`config.mk`:
```
export PLATFORM = sky130hd
export DESIGN_NAME = switch_debouncer
export DESIGN_NICKNAME = d
export VERILOG_FILES = /design/src/rtl/switch_debouncer_pkg.sv /design/src/rtl/sync_2ff.sv /design/src/rtl/switch_debouncer.sv
export SDC_FILE = /design/constraint.sdc
export NUM_CORES = 1
export LEC_CHECK = 0
export ABC_AREA = 1
export CORE_MARGIN = 2
export CORE_UTILIZATION = 60
export CTS_CLUSTER_DIAMETER = 100
export DETAILED_ROUTE_END_ITERATION = 7
export PLACE_DENSITY = 0.84
export SETUP_SLACK_MARGIN = 0.3
export SLEW_MARGIN = 20
export SYNTH_ARGS = -nofsm -noshare
export SYNTH_HDL_FRONTEND = slang
export SYNTH_HIERARCHICAL = 1
export SYNTH_SLANG_ARGS = --single-unit
```
`constraint.sdc`:
```
create_clock -name i_clk -period 2.2 [get_ports i_clk]
set_clock_uncertainty 0.2 [all_clocks]
set_input_delay 0.22 -clock i_clk [delete_from_list [all_inputs] [get_ports i_clk]]
set_output_delay 0.22 -clock i_clk [all_outputs]
set_load 0.02 [all_outputs]
```
`src/rtl/switch_debouncer_pkg.sv`:
```
// -----------------------------------------------------------------------------
// switch_debouncer_pkg
//
// Purpose:
//   Shared types and defaults for the switch debouncer block. The package holds:
//     - the 2-bit debounce FSM state encoding
//     - the default down-counter width
//     - a helper that decodes the clean level from the state
//
// Contents:
//   DEFAULT_N       default width of the stable-window down-counter.
//                   The window is 2^N-1 decrements, about 21 ms at 50 MHz.
//   db_state_t      FSM state type:
//                     ZERO  = 2'b00  clean low
//                     WAIT1 = 2'b01  qualifying high
//                     ONE   = 2'b10  clean high
//                     WAIT0 = 2'b11  qualifying low
//   is_high_state() returns 1 for the states in which the debounced level is
//                   high (ONE, WAIT0).
// -----------------------------------------------------------------------------
package switch_debouncer_pkg;

  localparam int DEFAULT_N = 20;

  typedef enum logic [1:0] {
    ZERO  = 2'b00,
    WAIT1 = 2'b01,
    ONE   = 2'b10,
    WAIT0 = 2'b11
  } db_state_t;

  // The level stays high while a release is still being qualified (WAIT0).
  // It drops only once the low input has survived the whole window.
  function automatic logic is_high_state(input db_state_t s);
    return (s == ONE) || (s == WAIT0);
  endfunction

endpackage : switch_debouncer_pkg

```
`src/rtl/sync_2ff.sv`:
```
// -----------------------------------------------------------------------------
// sync_2ff
//
// Purpose:
//   A two-flop synchronizer for asynchronous inputs. Each bit is handled
//   independently: the first stage may go metastable, and the second stage
//   gives it a full clock period to resolve. The result is a
//   clock-synchronous copy of the input, delayed by two cycles.
//   This is a plain reusable block, so any other async input can use it.
//
// Ports:
//   i_clk      input  1  clock; both stages update on its rising edge
//   i_reset_n  input  1  asynchronous active-low reset; both stages clear to 0
//   i_d        input  W  asynchronous input bits
//   o_q        output W  synchronized bits (output of the second stage)
// -----------------------------------------------------------------------------
module sync_2ff #(
  parameter int W = 1
) (
  input  logic         i_clk,
  input  logic         i_reset_n,
  input  logic [W-1:0] i_d,
  output logic [W-1:0] o_q
);

  logic [W-1:0] r_s1;
  logic [W-1:0] r_s2;

  // One independent two-stage chain per bit. The bits are not related to
  // each other, so no cross-bit coherence is implied.
  for (genvar gi = 0; gi < W; gi++) begin : g_bit
    always_ff @(posedge i_clk or negedge i_reset_n) begin
      if (!i_reset_n) begin
        r_s1[gi] <= 1'b0;
        r_s2[gi] <= 1'b0;
      end else begin
        r_s1[gi] <= i_d[gi];
        r_s2[gi] <= r_s1[gi];
      end
    end
  end

  assign o_q = r_s2;

endmodule : sync_2ff

```
`src/rtl/switch_debouncer.sv`:
```
// -----------------------------------------------------------------------------
// switch_debouncer
//
// Purpose:
//   Turns a raw, bouncing, asynchronous switch input into three clean signals:
//     - a clock-synchronous level
//     - a one-cycle rise tick
//     - a one-cycle fall tick
//
//   The raw input first passes through a 2-FF synchronizer. A 4-state FSM then
//   qualifies each change of the synchronized input. A change is accepted
//   only after it holds for a window of 2^N-1 down-counter decrements. If the
//   input goes back during the window, the FSM returns to the previous stable
//   state, and the window reloads the next time qualification starts.
//
//   Latency: let edge 0 be the first edge that samples a new stable value.
//     - edge 2      the FSM enters the wait state
//     - edge 2^N+2  the FSM enters the new stable state
//
// Ports:
//   i_clk        input  1  system clock; all flops update on its rising edge
//   i_reset_n    input  1  asynchronous active-low reset
//   i_sw         input  1  raw switch input (asynchronous, may bounce)
//   o_db_level   output 1  debounced level, decoded from the state register
//   o_db_rise    output 1  registered one-cycle pulse when the level goes 0->1
//   o_db_fall    output 1  registered one-cycle pulse when the level goes 1->0
// -----------------------------------------------------------------------------
module switch_debouncer
  import switch_debouncer_pkg::*;
#(
  parameter int N = DEFAULT_N
) (
  input  logic i_clk,
  input  logic i_reset_n,
  input  logic i_sw,
  output logic o_db_level,
  output logic o_db_rise,
  output logic o_db_fall
);

  // Window reload value (2^N-1) and the decrement step, both N bits wide.
  localparam logic [N-1:0] Q_RELOAD = {N{1'b1}};
  localparam logic [N-1:0] Q_STEP   = {{(N-1){1'b0}}, 1'b1};
  localparam logic [N-1:0] Q_ZERO   = {N{1'b0}};

  // ---------------------------------------------------------------------------
  // Input synchronization
  // ---------------------------------------------------------------------------
  logic w_sw_sync;

  sync_2ff #(
    .W (1)
  ) u_sync (
    .i_clk     (i_clk),
    .i_reset_n (i_reset_n),
    .i_d       (i_sw),
    .o_q       (w_sw_sync)
  );

  // ---------------------------------------------------------------------------
  // State, window counter and tick registers
  // ---------------------------------------------------------------------------
  db_state_t      r_state;
  db_state_t      w_state_next;
  logic [N-1:0]   r_q;
  logic [N-1:0]   w_q_next;
  logic           r_rise;
  logic           w_rise_next;
  logic           r_fall;
  logic           w_fall_next;
  logic           w_q_is_zero;

  assign w_q_is_zero = (r_q == Q_ZERO);

  always_ff @(posedge i_clk or negedge i_reset_n) begin
    if (!i_reset_n) begin
      r_state <= ZERO;
      r_q     <= Q_ZERO;
      r_rise  <= 1'b0;
      r_fall  <= 1'b0;
    end else begin
      r_state <= w_state_next;
      r_q     <= w_q_next;
      r_rise  <= w_rise_next;
      r_fall  <= w_fall_next;
    end
  end

  // ---------------------------------------------------------------------------
  // Next-state, counter and tick logic
  //
  // One counter serves both wait states. It is loaded on entry to a wait
  // state and decremented only while it is non-zero, so it never wraps.
  // Leaving a wait state because of a bounce keeps q unchanged; its value
  // does not matter, because the next entry reloads it.
  // ---------------------------------------------------------------------------
  always_comb begin
    w_state_next = r_state;
    w_q_next     = r_q;
    w_rise_next  = 1'b0;
    w_fall_next  = 1'b0;

    case (r_state)
      ZERO: begin
        if (w_sw_sync) begin
          w_state_next = WAIT1;
          w_q_next     = Q_RELOAD;
        end
      end

      WAIT1: begin
        if (!w_sw_sync) begin
          // Bounce: fall back silently to the clean-low state.
          w_state_next = ZERO;
        end else if (!w_q_is_zero) begin
          w_q_next = r_q - Q_STEP;
        end else begin
          // The high input held for the whole window.
          w_state_next = ONE;
          w_rise_next  = 1'b1;
        end
      end

      ONE: begin
        if (!w_sw_sync) begin
          w_state_next = WAIT0;
          w_q_next     = Q_RELOAD;
        end
      end

      WAIT0: begin
        if (w_sw_sync) begin
          // Bounce: fall back silently to the clean-high state.
          w_state_next = ONE;
        end else if (!w_q_is_zero) begin
          w_q_next = r_q - Q_STEP;
        end else begin
          // The low input held for the whole window.
          w_state_next = ZERO;
          w_fall_next  = 1'b1;
        end
      end

      default: begin
        // Recovery from an unreachable encoding: go to a known state with
        // no ticks.
        w_state_next = ZERO;
        w_q_next     = Q_ZERO;
      end
    endcase
  end

  // ---------------------------------------------------------------------------
  // Outputs
  //
  // The level is a pure decode of the state register, with no input term,
  // so it cannot glitch. Each tick is set only on the single transition that
  // enters a stable state. Both transitions leave their wait state, so a
  // tick can never last two cycles, and rise and fall are never high
  // together.
  // ---------------------------------------------------------------------------
  assign o_db_level = is_high_state(r_state);
  assign o_db_rise  = r_rise;
  assign o_db_fall  = r_fall;

endmodule : switch_debouncer

```
# --- Word level (Yosys, flattened, before mapping) ---
# Cells that the tools add are included.
totals:
  elab_cells: 39
  out_inout_bits: 3
  regBits: 26
  inputBits: 3
classes:
  mux: 18
  reduce_logical: 5
  n_eq_ne: 9
  n_addsub: 1
ops:
  columns: ["cell", "n"]
  rows:
  - ["$mux 20", 5]
  - ["$pmux 20 s4", 1]
  - ["$logic_not 20->1", 1]
  - ["$sub 20x1->20 const B", 1]
  - ["$mux 2", 6]
  - ["$pmux 2 s4", 1]
  - ["$reduce_and 4->1", 2]
  - ["$mux 1", 5]
  - ["$eq 2x2->1 const B", 2]
  - ["$ne 2x1->1 const B", 2]
  - ["$ne 2x2->1 const B", 2]
  - ["$ne 3x2->1 const B", 1]
  - ["$ne 3x3->1 const B", 1]
  - ["$eq 2x1->1 const B", 1]
  - ["$logic_not 2->1", 1]
  - ["$logic_or 1x1->1", 1]

# --- Logic depth before layout (Yosys ltp) ---
logic_depth:
  word_depth: 4
  depth_mapped: 10
  mapped_depth_nobuf: 9

# --- Cells and area by module ---
# The synthesis kept the hierarchy.
by_module_without_submodules:
  columns: ["mod", "area_per_inst_um2", "seq_area_each_um2", "instances", "cells_each"]
  rows:
  - ["switch_debouncer", 1604.0, 600.6, 1, 221]
  - ["sync_2ff", 50.0, 50.0, 1, 2]

# --- Worst setup path before layout ---
# OpenSTA, ideal clock, no wires.
synth_timing:
  path_type: "reg2reg"
  startpoint: "register r_q[0]"
  endpoint: "register r_q[10]"
  setup_ns: 0.117
  stages_incl_launch_ff: 11
  n_path_buf: 1
  synth_period_minus_slack_ns: 1.690
  t_arrival_ns: 1.373
  setup_slack_ns: 0.510
  required_ns: 1.883
  path_cell_list: "dfrtp_1 inv_2 ha_1 nand4_1 nor2_4 nand3_4 nand2_4 inv_4 buf_6 nand2_2 o21ai_2"
synth_via:
  elab_chain_cells: 4
  word_cells_on_any_way: 6
  classes_between: "add/sub (1); mux (4); reduce/logical (1)"
synth_lines:
  columns: ["element", "line_no", "source"]
  rows:
  - ["from (decl)", "switch_debouncer.sv:65", "logic [N-1:0] r_q;"]
  - ["from (signal assigned)", "switch_debouncer.sv:83", "r_q <= w_q_next;"]
  - ["$sub 20x1->20 / $logic_not 20->1 (equally long branches)", "switch_debouncer.sv:116, switch_debouncer.sv:136, switch_debouncer.sv:73", null]
  - ["$mux 20 *", "switch_debouncer.sv:115, switch_debouncer.sv:135", null]
  - ["$mux 20 (on tied branches)", "switch_debouncer.sv:132, switch_debouncer.sv:112", null]
  - ["$pmux 20 s4 *", "switch_debouncer.sv:103", "case (r_state)"]
# Mark *: on every way between the ends. The rest lies on a longest branch, timed or not. The select of a mux whose other input is x is not followed.
# A chain may end at the register's enable or synchronous reset.

==> impl_metrics.toml <==
[timing]
tightest_slew_ns = 0.409
setup_viol = 0
slew_violations = 0
rsz0062_at_grt = "no"
fmax_mhz = 550
hold_viol = 0
finalCritPeriodShare = 0.826
relSlewSlack = 0.726
final.min_clock_period_ns = 1.82
final.setup.tns_ns = 0

[job]
maxCapViolCount = 0

[layout]
n_fill_cell = 222
seq_area_um2 = 651
fin_util = 0.672
final_area_um2 = 1800
layoutNonFillerInstCount = 261
multiInputGateArea_um2 = 890
area_growth_pct = 9.08
nets = 236
drive_above_1_share = 0.191
n_antenna_cell = 0

[cts]
clk_path_buf_depth = 2
cts_buffers = 3
insertion_delay_ns = 0.33
cts_root_buf = "clkbuf_4"
h-tree-depth = 1
cts.reportedPaths.clkPinSlew_ns = 0.14
holdBufCountCts = 0
clkSinkCount = 26
tritoncts = "done"

[critical_path]
endpoint_kind = "output port"
critPathTopFamily = "buffers and inverters"
worstSetupPathType = "flip-flop to output port"
cpPeakStageDelay_ns = 0.63
path_buf_inv = 1
cp_data_arrival_time_ns = 1.40
startpoint_type = "flip-flop"
cpMaxStageDelayCell = "clkdlybuf4s50_1"
path_cells = "clkdlybuf4s50_1"
worstPathRequired_ns = 1.78
crit_fanout = 5

[global_routing]
track_usage = 0.210
grt_max_degree = 29
antenna_found_initial = 0
grt_pass1_wl_um = 5260
grt_pass1_vias = 1218
grt-ovfl-total = 0

[routing]
vias = 1357
drtIter0Drc = 28
firstDrtPassIters = 5
final_antenna_net_count = 0
wl_per_cell_um = 11.9
viasPerCell = 5.20
post-route-drc-count = 0
drt_wl_total_um = 3120

[synth]
synth_top_cell_by_area = "dfrtp_1"
ys_types = 23
ys_seq_elements = 26
syn_inst = 223
ys_seq_area_frac = 0.393
synth.top_cell.area_share = 0.393
syn_area_um2 = 1650
avgSynthCellArea_um2 = 7.42
synthTopCellsByArea = "dfrtp_1 39%, nand2_1 15%, nand3_1 7.3%"
yosysWarnings = 6
mappedNetlistNets = 228

[placed_design]
dp_hpwl_um = 2350
port-buffer-count = 5
placed_area_um2 = 1710
numPlacedInstances = 255
place.gp.congestion = 0.919

[run_status]
outcome = "complete, no violations"

[floorplanning]
rows = 19
io_pins = 6
core-area_um2 = 2690
start_util = 0.616
dieHeight_um = 56.5
dieArea_um2 = 3190
die_x_um = 56.5

[power]
powerDensity_nw_per_um2 = 620
irDropWorstVdd_mv = 0.474
p_total_mw = 1.12
p_leak_nw = 0.824

[worst_hold_path]
holdCritPathClass = "input port to asynchronous set/reset pin"
-- cells in the mapped netlist --
cell type and number:
nor2_2 7, clkbuf_1 2, nand2_4 1, nor2_4 3, o21ai_1 2, o21ai_0 3
nand2_2 7, nand3_1 24, inv_2 1, inv_1 20, nor2_1 31, buf_4 2
inv_4 1, nor3b_1 1, buf_6 2, xor2_1 5, nand3_4 1, nand2_1 64
nand4_1 5, ha_1 2, dfrtp_1 26, o21ai_2 12, xnor2_1 1
-- flip-flops by register name, indices dropped and copies added (netlist names), named ones only --
register and count:
r_q 20, o_db_fall 1, o_db_rise 1, r_state 1
u_sync/o_q 1, u_sync/r_s1 1
-- what timing repair did --
action / in CTS / in global routing
resized for setup: 1 / 6
endpoints found under the setup margin: 13 / 18
pin swaps: 0 / 1
buffers inserted: 0 / 2
-- kinds of logic after synthesis --
family,after synthesis,share of synthesized area
buffers and inverters,28,0.0787
flip-flops,26,0.393
AO/OA/AOI/OAI,17,0.0787
AND/OR/NAND/NOR,144,0.402
adder cells (fa/ha/maj),2,0.0151
XOR/XNOR,6,0.0318
-- final timing paths --
path,slack (ns),startpoint,depth (start not counted),to
setup / recovery,0.38,flip-flop,1,o_db_level
max in group asynchronous,1.51,i_reset_n,2,r_q[12]$_DFFE_PN0P_
hold / removal,0.03,i_reset_n,2,r_q[11]$_DFFE_PN0P_
setup reg to reg,0.40,r_q[0]$_DFFE_PN0P_,9,r_q[12]$_DFFE_PN0P_
min in group i_clk,0.12,i_sw,1,u_sync/r_s1$_DFF_PN0_
hold reg to reg,0.16,u_sync/r_s1$_DFF_PN0_,0,u_sync/o_q$_DFF_PN0_
-- cells in the final DEF, fill, tap and decap left out --
master            n
o21ai_2          12
nor2_1           29
bufinv_16         1
o21ai_0           3
nand3_4           1
buf_4             4
nand2_2           7
nand2_8           1
nor3b_1           1
nor2_4            3
clkdlybuf4s50_1   5
ha_2              1
nand4_1           5
nand2_1          64
inv_4             1
ha_1              1
inv_8             1
inv_1            20
dfrtp_1          26
o21ai_1           2
xnor2_1           1
nand3_1          24
clkbuf_4          3
nor2_2            9
xor2_1            5
-- where the power goes --
group          leakage [nW]  total, mW  internal, mW  switching, mW
sequential            0.304      0.576         0.520         0.0560
combinational         0.492      0.215        0.0780          0.136
clock                0.0279      0.328         0.184          0.144
-- through the flow --
stage | hold slack (ns) | setup WS [ns]
after global placement | 0.135 | 0.326
after CTS | 0.0376 | 0.313
after detailed placement | 0.135 | 0.296
after global routing | 0.0576 | 0.303
after floorplan | -0.276 | 0.510
final | 0.0345 | 0.382
-- final cells by class --
cell class                 count  share of cell area
multi-input combinational    169               0.493
inverter                      22              0.0513
sequential                    26               0.361
clock inverter                 1              0.0166
clock buffer                   3              0.0125
tap                           31              0.0215
timing repair buffer           9              0.0444
-- metal layers --
layer	wire length, um	vias to the layer above	track usage
met5	0	-	0
met2	1430	27	0.327
li1	-	718	-
met1	1490	604	0.298
met4	78	0	0.0850
met3	125	8	0.0230
(Power assumes the default switching activity.)
==> RTL change 1, RTL diff (config.mk and constraints unchanged) <==
The package constant `DEFAULT_N` goes from 20 to 10.
--- a/src/rtl/switch_debouncer_pkg.sv
+++ b/src/rtl/switch_debouncer_pkg.sv
@@ -22,3 +22,3 @@
 
-  localparam int DEFAULT_N = 20;
+  localparam int DEFAULT_N = 10;
 
Behaviour: no difference found for any inputs over 10 cycles, from zero or initial values and one cycle with i_reset_n low; that may be too few to reach the edited logic, so the function may still have changed.
==> RTL change 1 against the unedited design <==
Register-to-register slack improved by 0.04 ns. Sequential cell count shrank 10. Die area fell by 47%. Worst setup slack gained 0.063 ns. Design area is 48% lower. Cell count down 51%. Synthesized area fell by 50%. First-iteration DRC count increased by 79%. Wire length down 44%. Utilization grew 5.3 points. Total power decreased by 46%. Critical endpoint is now r_q[6]$_DFFE_PN0P_. Highest routed layer unchanged.
==> RTL change 1: results (changes against the unedited design) <==
- Library cell with the largest summed area after synthesis: sky130_fd_sc_hd__dfrtp_1 (unchanged)
- The level count of the clock H-tree was 1 (unchanged).
- The fraction of synthesis flops using an asynchronous set or reset pin came to 100% (unchanged).
- Net Count, Synth: 107 (was 228)
- The critical path's largest stage delay is 0.40 ns (was 0.63 ns).
- Portion of the post-synthesis area used by sequential elements: 48.1% (was 39.3%)
* Global-route total usage across every layer: 23.8% (was 21.0%)
* WP data arrival: 1.73 ns (was 1.40 ns)
- Measured slew at the worst slew-check pin: 0.682 ns (was 0.409 ns)
- Max Root-Sink Buffers: 2 (unchanged)
- Synth top area cells: sky130_fd_sc_hd__dfrtp_1 48%, sky130_fd_sc_hd__nand2_1 12%, sky130_fd_sc_hd__nand3_1 5.4% (was sky130_fd_sc_hd__dfrtp_1 39%, sky130_fd_sc_hd__nand2_1 15%, sky130_fd_sc_hd__nand3_1 7.3%)
- The clock transition at the registers of the reported paths is 0.09 ns (was 0.14 ns).
- Placer's final routability congestion estimate: 0.871 (was 0.919)
- Largest fanout of any net on the critical path: 9 (was 5)
- Largest net degree at the start of global routing: 17 (was 29)
- The DRC violation total after the first TritonRoute iteration was 50 (was 28).
- The type of the worst min-delay path is in2async (unchanged).
- Number of gates resized after cts: 0 (was 1)
- The detailed placement HPWL came to 1160 microns (was 2350 microns).
* Vias per inst: 5.59 (was 5.20)
- Inserted Clock Buffers: 3 (unchanged)
* Port Buffer Count: 5 (unchanged)
- Yosys synthesis warning count: 6 (unchanged)
- The layout cell share with drive strength beyond 1 is 15.0% (was 19.1%).
* Wire length of the first global-routing pass: 2540 microns (was 5260 microns)
- DRT Pass-1 Iters: 4 (was 5)
- The register with the most flip-flops is r_q (unchanged).
* Run status: finished, final reports clean (unchanged)
* Peak supply drop: 378 uV (was 474 uV)
- Largest register FFs: 10 (was 20)
- The layout net count is 119 (was 236).
- The total detailed-routing wirelength came to 1740 microns (was 3120 microns).
- The number of antenna violations at the first check in global routing came to 0 (unchanged).
- Antenna diode instance count: 0 (unchanged)
- The buffers inserted during post-CTS setup optimization was 0 (unchanged).
* Setup slack on the worst flop-to-flop path: 0.44 ns (was 0.40 ns)
* Unique cell type count in the Yosys netlist: 20 (was 23)
* Final routed DRC violation total: 0 (unchanged)
* CP max-delay cell: sky130_fd_sc_hd__dfrtp_1 (was sky130_fd_sc_hd__clkdlybuf4s50_1)
- The clock root buffer master is sky130_fd_sc_hd__clkbuf_4 (unchanged).
* Synth top cells by count: 26 x sky130_fd_sc_hd__nand2_1, 16 x sky130_fd_sc_hd__dfrtp_1, 11 x sky130_fd_sc_hd__nor2_1 (was 64 x sky130_fd_sc_hd__nand2_1, 31 x sky130_fd_sc_hd__nor2_1, 26 x sky130_fd_sc_hd__dfrtp_1)
- Vias in the first global route: 642 (was 1,218)
- Net Switching: 0.179 mW (was 0.336 mW)
- The insertion delay to the later sink of the worst-skew pair was 0.29 ns (was 0.33 ns).
- The leakage component of the power is 0.436 nW (was 0.824 nW).
RTL change 1: changes by cell type in the layout (fill, tap and decap cells not counted), sizes merged, moves of 2 or more:
| cell | before | now |
|---|---|---|
| nand4 | 5 | 3 |
| nand2 | 72 | 28 |
| inv | 22 | 10 |
| dfrtp | 26 | 16 |
| o21ai | 17 | 15 |
| nor2 | 41 | 13 |
| xor2 | 5 | 3 |
| nand3 | 25 | 9 |
RTL change 1: critical path, delay by kind of cell (launching register included):
family / cells / cell delay [ns]
compound gates: 2 / 0.17
fa+ha+maj: 1 / 0.25
buf+inv: 2 / 0.29
flops: 1 / 0.40
simple gates: 3 / 0.33
RTL change 1: path summary, 6_finish.rpt:
check                                      start  cells past startpoint                    end
max reg2reg                   r_q[0]$_DFFE_PN0P_                      8     r_q[6]$_DFFE_PN0P_
min in group i_clk         u_sync/r_s1$_DFF_PN0_                      0   u_sync/o_q$_DFF_PN0_
max in group asynchronous              i_reset_n                      1  u_sync/r_s1$_DFF_PN0_
min reg2reg                u_sync/r_s1$_DFF_PN0_                      0   u_sync/o_q$_DFF_PN0_
min                                    i_reset_n                      1     r_q[5]$_DFFE_PN0P_
max                           r_q[0]$_DFFE_PN0P_                      8     r_q[6]$_DFFE_PN0P_
RTL change 1: power groups by stage:
stage / clock network, mW / logic, mW / registers [mW]
2_1_floorplan: 0 / 0.0771 / 0.339
3_3_place_gp: 0 / 0.0934 / 0.346
3_5_place_dp: 0 / 0.0965 / 0.347
4_1_cts: 0.151 / 0.0978 / 0.341
5_1_grt: 0.166 / 0.124 / 0.346
6_report: 0.149 / 0.110 / 0.342
RTL change 1: kinds of logic after synthesis:
logic type | after synthesis | synth area share [%]
and+or+nand+nor | 54 | 28.6
AOI/OAI and AO/OA | 16 | 11.7
DFF | 16 | 48.1
xor gates and xnor gates | 3 | 3.16
adders and majority gates | 1 | 1.50
buffers and inverters | 13 | 6.92
RTL change 1: area by class of cell:
class	count	area [sq um]
Inverter	10	37.5
Multi-Input combinational cell	74	377
Sequential cell	16	400
Timing Repair Buffer	10	87.6
Fill cell	99	358
Clock buffer	3	22.5
Tap cell	15	18.8
RTL change 1: metal layers:
layer  vias up  GRT usage, %  share of wire (%)
met5         -             0                  0
li1        350             -                  -
met4         0          12.9                1.9
met2        27          38.3                 50
met3         6          5.98                5.7
met1       332          29.0                 43
RTL change 1: through the flow:
stage               cells  setup WS (ns)  area, sq um  hold WS [ns]  util [%]
finish                128          0.445          943         0.139      72.5
global route          128          0.363          943         0.175      72.5
CTS                   123          0.341          903         0.158      69.4
detailed placement    120          0.381          881         0.144      67.7
global placement      120          0.467          881         0.143      67.7
floorplan             103          0.563          832        -0.276         -
==> RTL change 2, RTL diff (config.mk and constraints unchanged) <==
Without the edit above. The output `o_db_rise` loses its register stage (`r_rise` becomes a continuous assignment).
--- a/src/rtl/switch_debouncer.sv
+++ b/src/rtl/switch_debouncer.sv
@@ -78,3 +78,2 @@
       r_q     <= Q_ZERO;
-      r_rise  <= 1'b0;
       r_fall  <= 1'b0;
@@ -83,3 +82,2 @@
       r_q     <= w_q_next;
-      r_rise  <= w_rise_next;
       r_fall  <= w_fall_next;
@@ -87,2 +85,4 @@
   end
+
+  assign r_rise = w_rise_next;
 
Function: no difference found for any inputs over 10 cycles, from zero or initial values and one cycle with i_reset_n low; that may be too few to reach the edited logic, so the function may still have changed.
==> RTL change 2 against the unedited design <==
Sequential cell count shrank 1. Design area rose by 6.9%. Synthesized area shrank 1.5%. Wire length is 25% higher. Worst setup slack lost 0.18 ns. Total power is 4.3% lower. Sequential share of layout area shrank 3.6 points. Sequential power fell by 4.7%. Critical endpoint is now o_db_rise. Largest cell class unchanged.
==> RTL change 2: results (changes against the unedited design) <==
- Post-DP HPWL: 2540 microns (was 2350 microns)
- The top routing layer in use was met4 (unchanged).
* Commonest register cell after synthesis: sky130_fd_sc_hd__dfrtp_1 (unchanged)
- Worst hold slack: 0.0418 ns (was 0.0345 ns)
* Class of the worst hold path: in2async (unchanged)
* Detailed router's first-iteration violation count: 86 (was 28)
- The first-pass iteration count of the detailed router came to 4 (was 5).
* Final cell count without fillers: 279 (was 261)
- Antenna diode instance count: 0 (unchanged)
- Kind of cell with the highest combined delay on the critical path: simple AND/OR/NAND/NOR gates (was buffers and inverters)
- For the worst-skew pair, the clock arrives at the later sink with an insertion delay of 0.32 ns.
* Leakage power summed over all cells: 0.894 nW (was 0.824 nW)
- Wire length of the first global-routing pass: 6050 microns (was 5260 microns)
* Synth top area cells: sky130_fd_sc_hd__dfrtp_1 38%, sky130_fd_sc_hd__nand2_1 15%, sky130_fd_sc_hd__nand3_1 7.4% (was sky130_fd_sc_hd__dfrtp_1 39%, sky130_fd_sc_hd__nand2_1 15%, sky130_fd_sc_hd__nand3_1 7.3%)
- Vias in the first global route: 1,360 (was 1,218)
* Vias per inst: 5.48 (was 5.20)
* Peak supply drop: 454 uV (was 474 uV)
- Worst R2R End: r_q[1]$_DFFE_PN0P_ (was r_q[12]$_DFFE_PN0P_)
* Global-route total usage across every layer: 24.3% (was 21.0%)
- Placer's final routability congestion estimate: 0.859 (was 0.919)
* Launch point of the worst reg-to-reg path: r_q[2]$_DFFE_PN0P_ (was r_q[0]$_DFFE_PN0P_)
- Synth top cells by count: 64 x sky130_fd_sc_hd__nand2_1, 31 x sky130_fd_sc_hd__nor2_1, 25 x sky130_fd_sc_hd__dfrtp_1 (was 64 x sky130_fd_sc_hd__nand2_1, 31 x sky130_fd_sc_hd__nor2_1, 26 x sky130_fd_sc_hd__dfrtp_1).
- The critical path's largest stage delay is 0.45 ns (was 0.63 ns).
- The met1 wire length came to 1720 microns (was 1490 microns).
- Share of synthesized flip-flops with an asynchronous set or reset: 100% (unchanged)
* CTS clock-pin slew for the worst setup and hold paths: 0.14 ns (about the same)
* Net Count, Synth: 227 (was 228)
- The register-to-register setup slack was 0.36 ns (was 0.40 ns).
- The switching part of the total power was 34.5% (was 30.0%).
- Number of cell instances on the worst register-to-register path: 9 (unchanged)
- Dpl cells: 261 (was 255)
* Run status: finished, final reports clean (unchanged)
- The total length of routed met2 wires was 1940 microns (was 1430 microns).
- The total length of routed met3 wires is 185 microns (was 125 microns).
- Inserted Clock Buffers: 3 (unchanged)
- The data arrival time of the worst path came to 1.57 ns (was 1.40 ns).
* Largest fanout of any net on the critical path: 4 (was 5)
* CP max-delay cell: sky130_fd_sc_hd__dfrtp_1 (was sky130_fd_sc_hd__clkdlybuf4s50_1)
- Unique cell type count in the Yosys netlist: 23 (unchanged)
- The layout cell share with drive strength beyond 1 came to 28.1% (was 19.1%).
- The gate count after technology mapping was 222 (was 223).
* Portion of the post-synthesis area used by sequential elements: 38.4% (was 39.3%)
- The actual slew at the worst max-slew pin was 0.420 ns (was 0.409 ns).
* DRT Wirelength: 3880 microns (was 3120 microns)
RTL change 2: changes by cell type after synthesis, sizes merged:
cell / change
dfrtp: -1
RTL change 2: area by class of cell:
cell class | instances | area, sq um
well taps | 30 | 37.5
multi-input cells | 169 | 922
flip-flops and latches | 25 | 627
inverters | 22 | 87.6
clock inverters | 1 | 5.00
clock buffers | 3 | 22.5
repair buffers | 29 | 228
fillers | 180 | 593
RTL change 2: per-layer routing:
layer	vias to the layer above	track usage, %
li1	759	-
met1	719	33.8
met2	48	39.7
met3	4	2.33
met4	0	7.82
met5	-	0
RTL change 2: what timing repair did:
item	CTS	global route
hold buffers	0	0
endpoints found under the setup margin	5	18
gates resized for setup	9	10
gates cloned	0	0
buffers inserted	3	11
pin swaps	2	4
RTL change 2: per-stage QoR:
step	cell area [sq um]	worst slack [ns]
2_1_floorplan	1630	0.470
3_3_place_gp	1750	0.126
3_5_place_dp	1750	0.0999
4_1_cts	1800	0.237
5_1_grt	1930	0.108
6_report	1930	0.207
RTL change 2: cells by family (layout without fill, tap and decap cells):
| family | Yosys count | in the layout | share of synthesized area (%) |
|---|---|---|---|
| AND/OR/NAND/NOR | 144 | 144 | 40.9 |
| buffers and inverters | 28 | 55 | 7.99 |
| flip-flops | 25 | 25 | 38.4 |
| AO/OA/AOI/OAI | 17 | 17 | 7.99 |
| XOR/XNOR | 6 | 6 | 3.23 |
| adder cells (fa/ha/maj) | 2 | 2 | 1.54 |
RTL change 2: how the worst max path moves through the flow:
| stage | cells past startpoint | slack, ns | from | endpoint |
|---|---|---|---|---|
| 2_1_floorplan | 6 | 0.47 | r_q[0]$_DFFE_PN0P_ | o_db_rise |
| 5_1_grt | 6 | 0.11 | r_q[14]$_DFFE_PN0P_ | o_db_rise |
| 3_5_place_dp | 7 | 0.1 | r_q[0]$_DFFE_PN0P_ | o_db_rise |
| 6_report | 6 | 0.21 | r_q[7]$_DFFE_PN0P_ | o_db_rise |
| 4_1_cts | 7 | 0.24 | r_q[0]$_DFFE_PN0P_ | o_db_rise |
| 3_3_place_gp | 7 | 0.13 | r_q[0]$_DFFE_PN0P_ | o_db_rise |
RTL change 2: power groups by stage:
stage	Sequential, mW	Combinational (mW)	Clock [mW]
6_report	0.549	0.309	0.213
3_5_place_dp	0.559	0.242	0
2_1_floorplan	0.549	0.171	0
5_1_grt	0.552	0.341	0.231
3_3_place_gp	0.557	0.235	0
4_1_cts	0.547	0.254	0.217
